### config.mk
export PLATFORM = sky130hd
export DESIGN_NAME = branch_predictor
export DESIGN_NICKNAME = d
export VERILOG_FILES = /design/src/rtl/bp_pkg.sv /design/src/rtl/bp_sat_counter.sv /design/src/rtl/branch_predictor.sv
export SDC_FILE = /design/constraint.sdc
export NUM_CORES = 1
export LEC_CHECK = 0
export ABC_CLOCK_PERIOD_IN_PS = 4300
export CAP_MARGIN = 15
export CORE_MARGIN = 2
export CORE_UTILIZATION = 62
export CTS_CLUSTER_DIAMETER = 60
export CTS_CLUSTER_SIZE = 16
export DETAILED_ROUTE_END_ITERATION = 16
export PLACE_DENSITY = 0.76
export SLEW_MARGIN = 20
export SYNTH_ARGS = -nofsm -noshare
export SYNTH_HDL_FRONTEND = slang
export SYNTH_SLANG_ARGS = --single-unit
### constraint.sdc
create_clock -name clk -period 4.3 [get_ports clk]
set_clock_uncertainty 0.1 [all_clocks]
set_input_delay 0.43 -clock clk [delete_from_list [all_inputs] [get_ports clk]]
set_output_delay 0.43 -clock clk [all_outputs]
set_load 0.05 [all_outputs]
### src/rtl/bp_pkg.sv
// Shared branch-predictor definitions: 2-bit counter encodings, default geometry
// and the saturating counter update rule used by the BTB.
package bp_pkg;

    localparam int BP_ENTRIES = 16;
    localparam int BP_IDX_W   = 4;

    localparam logic [1:0] CNT_SNT = 2'b00;
    localparam logic [1:0] CNT_WNT = 2'b01;
    localparam logic [1:0] CNT_WT  = 2'b10;
    localparam logic [1:0] CNT_ST  = 2'b11;

    function automatic logic [1:0] cnt_update(input logic [1:0] cnt, input logic taken);
        logic [1:0] nxt;
        nxt = cnt;
        if (taken) begin
            if (cnt != CNT_ST)
                nxt = cnt + 2'd1;
        end else begin
            if (cnt != CNT_SNT)
                nxt = cnt - 2'd1;
        end
        return nxt;
    endfunction

endpackage

### src/rtl/bp_sat_counter.sv
// 2-bit saturating up/down counter next-state, purely combinational (0 cycles);
// no handshake, the caller decides when the result is written back.
module bp_sat_counter
    import bp_pkg::*;
(
    input  logic [1:0] i_cnt,
    input  logic       i_taken,
    output logic [1:0] o_cnt
);

    assign o_cnt = cnt_update(i_cnt, i_taken);

endmodule

### src/rtl/branch_predictor.sv
// Direct-mapped BTB with 2-bit counters: zero-latency lookup, one-cycle update,
// and no backpressure except keep, which freezes all updates while held.
module branch_predictor
    import bp_pkg::*;
#(
    parameter int ENTRIES = BP_ENTRIES,
    parameter int IDX_W   = BP_IDX_W
) (
    input  logic        clk,
    input  logic        rst,
    input  logic [31:0] fetch_PC,
    output logic        pred_taken,
    output logic [31:0] pred_PC,
    input  logic        keep,
    input  logic        upd_valid,
    input  logic [31:0] upd_PC,
    input  logic        upd_taken,
    input  logic [31:0] upd_target
);

    localparam int TAG_W = 30 - IDX_W;

    logic             r_valid  [ENTRIES];
    logic [1:0]       r_cnt    [ENTRIES];
    logic [TAG_W-1:0] r_tag    [ENTRIES];
    logic [31:0]      r_target [ENTRIES];

    logic [IDX_W-1:0] w_f_idx;
    logic [TAG_W-1:0] w_f_tag;
    logic [IDX_W-1:0] w_u_idx;
    logic [TAG_W-1:0] w_u_tag;
    logic             w_f_hit;
    logic             w_u_hit;
    logic             w_upd_en;
    logic [1:0]       w_cnt_nxt;
    logic             w_unused;

    assign w_f_idx = fetch_PC[IDX_W+1:2];
    assign w_f_tag = fetch_PC[31:IDX_W+2];
    assign w_u_idx = upd_PC[IDX_W+1:2];
    assign w_u_tag = upd_PC[31:IDX_W+2];
    assign w_unused = ^{fetch_PC[1:0], upd_PC[1:0]};

    // Lookup reads the registered state, so a same-cycle update is seen next cycle.
    assign w_f_hit    = r_valid[w_f_idx] && (r_tag[w_f_idx] == w_f_tag);
    assign pred_taken = w_f_hit && r_cnt[w_f_idx][1];
    assign pred_PC    = pred_taken ? r_target[w_f_idx] : 32'b0;

    assign w_upd_en = upd_valid && !keep;
    assign w_u_hit  = r_valid[w_u_idx] && (r_tag[w_u_idx] == w_u_tag);

    bp_sat_counter u_sat_counter (
        .i_cnt   (r_cnt[w_u_idx]),
        .i_taken (upd_taken),
        .o_cnt   (w_cnt_nxt)
    );

    always_ff @(posedge clk or negedge rst) begin
        if (!rst) begin
            for (int i = 0; i < ENTRIES; i++) begin
                r_valid[i] <= 1'b0;
                r_cnt[i]   <= CNT_WNT;
            end
        end else if (w_upd_en) begin
            if (w_u_hit) begin
                r_cnt[w_u_idx] <= w_cnt_nxt;
            end else if (upd_taken) begin
                r_valid[w_u_idx] <= 1'b1;
                r_cnt[w_u_idx]   <= CNT_WT;
            end
        end
    end

    // Tag and target are only meaningful under valid, so they carry no reset;
    // writing the tag on a hit rewrites the same value.
    always_ff @(posedge clk) begin
        if (rst && w_upd_en && upd_taken) begin
            r_tag[w_u_idx]    <= w_u_tag;
            r_target[w_u_idx] <= upd_target;
        end
    end

endmodule

* Yosys cells after proc, flatten, opt, wreduce, memory -nomap -nowiden
Memories as Yosys holds them, arrays and structs flattened.
Cells that the tools add are included.
** Storage, ports and cells
- RAM bits :: 928
- Register bits after elaboration :: 48
- Output and inout port bits :: 33
- Bits of input ports :: 101
- Bits in latches :: 0
- Memory bits (read-only) :: 0
- Memories kept :: 2
- Logic and storage cells :: 86
** Memories
- r_target :: words 16, bits a word 32, read ports 1, clocked after Yosys merged registers in 0, write ports 1, RTL line branch_predictor.sv:26 : logic [31:0] r_target [ENTRIES];
- r_tag :: words 16, bits a word 26, read ports 2, clocked after Yosys merged registers in 0, write ports 1, RTL line branch_predictor.sv:25 : logic [TAG_W-1:0] r_tag [ENTRIES];
** Cells by class
- Reduce and logical (&&, ||, !) cells :: 12
- Bitwise gates (word level) :: 7
- Shift-type cells :: 0
- Div/mod/pow operators :: 0
- Add/sub/neg operators :: 2
- Muxes and demuxes :: 25
- $lt $le $gt $ge :: 3
- $mul :: 0
- Equal/unequal tests :: 3
** Operators with widths (count)
- $mux W32 :: 3
- $eq A26 B26 Y1 :: 2
- $bwmux W32 :: 1
- $or A16 B16 Y16 :: 2
- $and A16 B16 Y16 :: 1
- $bmux W2 S4 :: 2
- $mux W2 :: 8
- $not A16 Y16 :: 1
- $ge A5 B5 Y1 const B :: 2
- $not A4 Y5 :: 2
- $bmux W1 S4 :: 2
- $demux W2 S4 :: 1
- $logic_and A1 B1 Y1 :: 7
- $mux W1 :: 7
- $lt A5 B1 Y1 const B :: 1
- $demux W1 S4 :: 1
- $reduce_bool A2 Y1 :: 2
- $reduce_and A3 Y1 :: 1
- $add A2 B1 Y2 const B :: 1
- $ne A2 B2 Y1 const B :: 1
- $reduce_and A2 Y1 :: 1
- $sub A2 B1 Y2 const B :: 1
- $logic_not A1 Y1 :: 1
- $not A1 Y1 :: 1

* Depth between registers and ports, before layout
- Word-level depth :: 9
- Mapped depth :: 16
- Depth with buffers taken out :: 8

* By module
From an unflattened synthesis, not the netlist that was laid out.
** Second synthesis, totals
- Cell total of the unflattened synthesis :: 1998
- Area, all modules :: 41934.0 µm²
** Modules (own cells, without submodules)
- branch_predictor :: area each 41907.7 µm², cells an instance 1995, times used 1, seq. area each 29087.9 µm²
- bp_sat_counter :: area each 26.3 µm², cells an instance 3, times used 1, seq. area each 0.0 µm²

* Least setup slack after synthesis
OpenSTA, ideal clock, no wires.
- Path type :: input to register
- From :: in upd_PC[2]
- To :: mem r_tag[0][0] (netlist bit) (enable)
- Library setup time :: 0.474 ns
- Setup slack :: -0.432 ns
- Stages on the path :: 8
- Required time :: 3.726 ns
- Path buffers :: 5
- Data arrival time :: 4.157 ns
- Path through :: buf_6 buf_6 buf_4 nor2_1 clkbuf_1 buf_1 nand2_1 nor2_1
** RTL lines
- start: declaration :: RTL line branch_predictor.sv:16 : input logic [31:0] upd_PC,
- end: declaration :: RTL line branch_predictor.sv:25
Straight into the memory's write port.

==> summary.md <==
| Metric | Value |
|---|---|
| Setup crit end kind | output pin |
| Antenna-violating nets left | 0 |
| Leading area contributor after synthesis | edfxtp_1 |
| Ys Warns | 0 |
| Largest net degree at the start of global routing | 59 |
| Syn avg cell area | 19.66 um^2 |
| Initial antenna violation count | 8 |
| Max Cap Viol | 0 |
| VDD IR-drop max | 0.3794 mV |
| Setup repair after global routing missed its margin | yes |
| Area growth, synth to finish | 14.19% |
| CTS sink cnt | 976 |
| Share of layout cells above drive strength 1 | 0.3001 |
| Syn Std Cell Area | 0.04279 mm^2 |
| PortBufs | 129 |
| Die ar. | 0.07113 mm^2 |
| DP HPWL | 64550 um |
| Sequential-to-total area share from yosys stat | 0.6798 |
| Data required, critical path | 3770 ps |
| Slew Limit Headroom | 0.4188 |
| Synth top cells by count | edfxtp_1 (928), mux4_2 (359), mux2i_1 (135) |
| Gpl congestion | 0.9522 |
| Post-route DRC violation count | 0 |
| Total Routing Usage GR | 0.3235 |
| Power Density | 382.8 mW/mm^2 |
| Final worst slack | -34.35 ps |
| H-tree Lvls | 3 |
| CP startpoint | r_tag[3][4] |
| Final setup vio count | 10 |
| Clock-pin slew on the worst setup and hold paths | 70 ps |
| I/O Pins | 134 |
| Post-synth ARST share | 0.04918 |
| Non-filler cells, final | 3298 |
| Synth Instances | 2176 |
| Power, Total | 18.70 mW |
| Worst r2r src | r_tag[14][20] |
| Later-pin clock latency in the skew report | 650 ps |
| Avg WL per Cell | 34.03 um |
| Main flop type after synthesis | edfxtp_1 |
| Status | complete, but fails checks |
| First-pass GRT wire length | 163900 um |
| CP Launch Type | register |
| Crit path kind | reg -> out |
| WP data arrival | 3800 ps |
| Cts bufs inserted | 77 |
| Synth unique cells | 66 |
| Vias in the first global route | 24360 |
| Top-area cell type share of the netlist area | 0.6513 |
| Switching Fraction | 0.2228 |
| Mapped Nets | 2277 |
| Seq cells post-synth | 976 |
| Clock Tree Buf Depth | 3 |
| Post-route minimum period | 4334 ps |
| Post-synth EDFFs | 928 |
| Starting DRT DRC Count | 3388 |
| Global route overflow | 0 |
| # rows | 96 |
| Hold Crit Class | in -> async |
| Placement Setup Slack | 77.40 ps |
| Die Y | 266.7 um |
| Sw power | 4.167 mW |
| Clock Tree Root | clkbuf_16 |
| Via count | 24030 |
| Drt pass-1 iters | 5 |
| Comb power frac | 0.079 |
| Worst Max-Slew Pin Slew | 871.8 ps |
| Area contributors post-synth | edfxtp_1 (65%), mux4_2 (19%), mux2i_1 (3.2%) |
| WL final | 112200 um |
| Initial Util | 0.6250 |
| Sequential share of power | 0.561 |
| Clock power frac | 0.359 |
| CTS tree | built |
| Max Fanout on Critical Path | 33 |
| Crit share post-route | 1.008 |
| LEAKAGE | 15.75 nW |
| Int Power | 14.53 mW |
| Violated checks | setup timing |
| Final Hold Viols | 0 |
| Final net count | 2483 |
| DR vias/cell | 7.287 |
| Die width | 266.7 um |
| Core area | 0.06847 mm^2 |
| Finished Core Util | 0.7136 |
| Top-count cell post-synth | edfxtp_1 |
| Placed Instances | 3184 |
| Pins Over Slew Limit | 0 |
| Fmax | 230.7 MHz |
layer usage:
| metal | global-route usage | wire length [um] | vias up |
|---|---|---|---|
| met5 | 0 | 32 | - |
| met4 | 0.1282 | 4743 | 4 |
| met3 | 0.05120 | 10400 | 277 |
| met2 | 0.5246 | 55780 | 1554 |
| met1 | 0.4500 | 41270 | 12630 |
| li1 | - | - | 9567 |
cells by family (layout without fill, tap and decap cells):
| logic type | count (synthesis) | count (layout) | synth area share |
|---|---|---|---|
| compound gates | 206 | 206 | 0.03687 |
| other cells | 0 | 7 | 0 |
| buf+inv | 167 | 400 | 0.01790 |
| flops | 976 | 976 | 0.6798 |
| fa+ha+maj | 2 | 2 | 0.0004971 |
| mux | 502 | 502 | 0.2226 |
| xor+xnor | 57 | 57 | 0.01167 |
| simple gates | 266 | 266 | 0.03062 |
worst max-delay path: stages, from the launching register on:
cell and delay [ps]:
edfxtp_1 390, mux4_2 490, mux4_2 500, xnor2_2 180, nand4_1 330, nor4_2 260
buf_4 170, nand4_1 130, buf_12 230, nor2b_1 170, buf_4 140, buf_12 120
stage by stage:
stage	cell area, um^2	hold slack, ps	setup TNS, ps
final	48860	361.0	-149.0
after global routing	48850	393.8	-2947
after CTS	48810	359.2	-3458
after detailed placement	46510	366.4	0
after global placement	46510	360.1	0
after floorplan	42830	34.41	0
final timing paths:
path,end,slack (ps),cells past startpoint
max,pred_PC[27],-30,11
min,r_cnt[19],360,3
max reg2reg,r_cnt[17],660,12
min reg2reg,r_cnt[26],370,2
max in group asynchronous,r_valid[9],3300,3
min in group clk,r_cnt[26],370,2
state kept, by name, summed over array words and instances, names as in the netlist:
register and count:
r_valid 16, r_cnt 32, r_target 512, r_tag 416
cell type report:
type / count / area [um^2]
diodes: 7 / 17.52
clock buffers: 81 / 1963
clock inverters: 25 / 280.3
fillers: 4067 / 19610
inverters: 14 / 52.55
multi-input cells: 1033 / 13130
flip-flops and latches: 976 / 29090
well taps: 882 / 1104
repair buffers: 280 / 3226
placed cells by master (no fill, tap or decap), drive strengths merged, types with 4 or more instances in the layout:
master,netlist,routed
nand3,12,12
mux4,359,359
clkinv,1,15
a22o,13,13
clkbuf,72,81
a21oi,36,36
clkdlybuf4s50,0,88
edfxtp,928,928
nor4,6,6
mux2,8,8
a22oi,17,17
xnor2,44,44
a32o,4,4
a41oi,4,4
xor2,13,13
diode,0,7
o21ai,27,27
a2111oi,5,5
nor2b,45,45
dfstp,16,16
nand4,11,11
a31oi,4,4
a221oi,11,11
dfrtp,32,32
nand2,72,72
a211oi,4,4
and2,19,19
clkinvlp,0,4
o22ai,4,4
inv,13,19
nor3,26,26
mux2i,135,135
a32oi,18,18
nor2,56,56
a311oi,4,4
a41o,27,27
and3,8,8
buf,81,191
nand2b,6,6
power by group through the flow:
stage | Sequential (mW) | Combinational (mW) | Clock (mW)
after CTS | 10.5 | 1.48 | 6.80
after global routing | 10.5 | 1.56 | 7.11
after global placement | 10.7 | 1.43 | 0
after floorplan | 10.7 | 0.876 | 0
final | 10.5 | 1.49 | 6.72
after detailed placement | 10.7 | 1.46 | 0
repair_timing:
item | in CTS | in global routing
setup endpoints to repair | 32 | 33
hold endpoints to repair | 32 | 0
gates cloned | 0 | 0
resized for setup | 15 | 11
hold buffers | 1 | 0
buffers inserted | 0 | 0
pin swaps | 2 | 2
No activity file was read; power rests on OpenSTA's default activity.
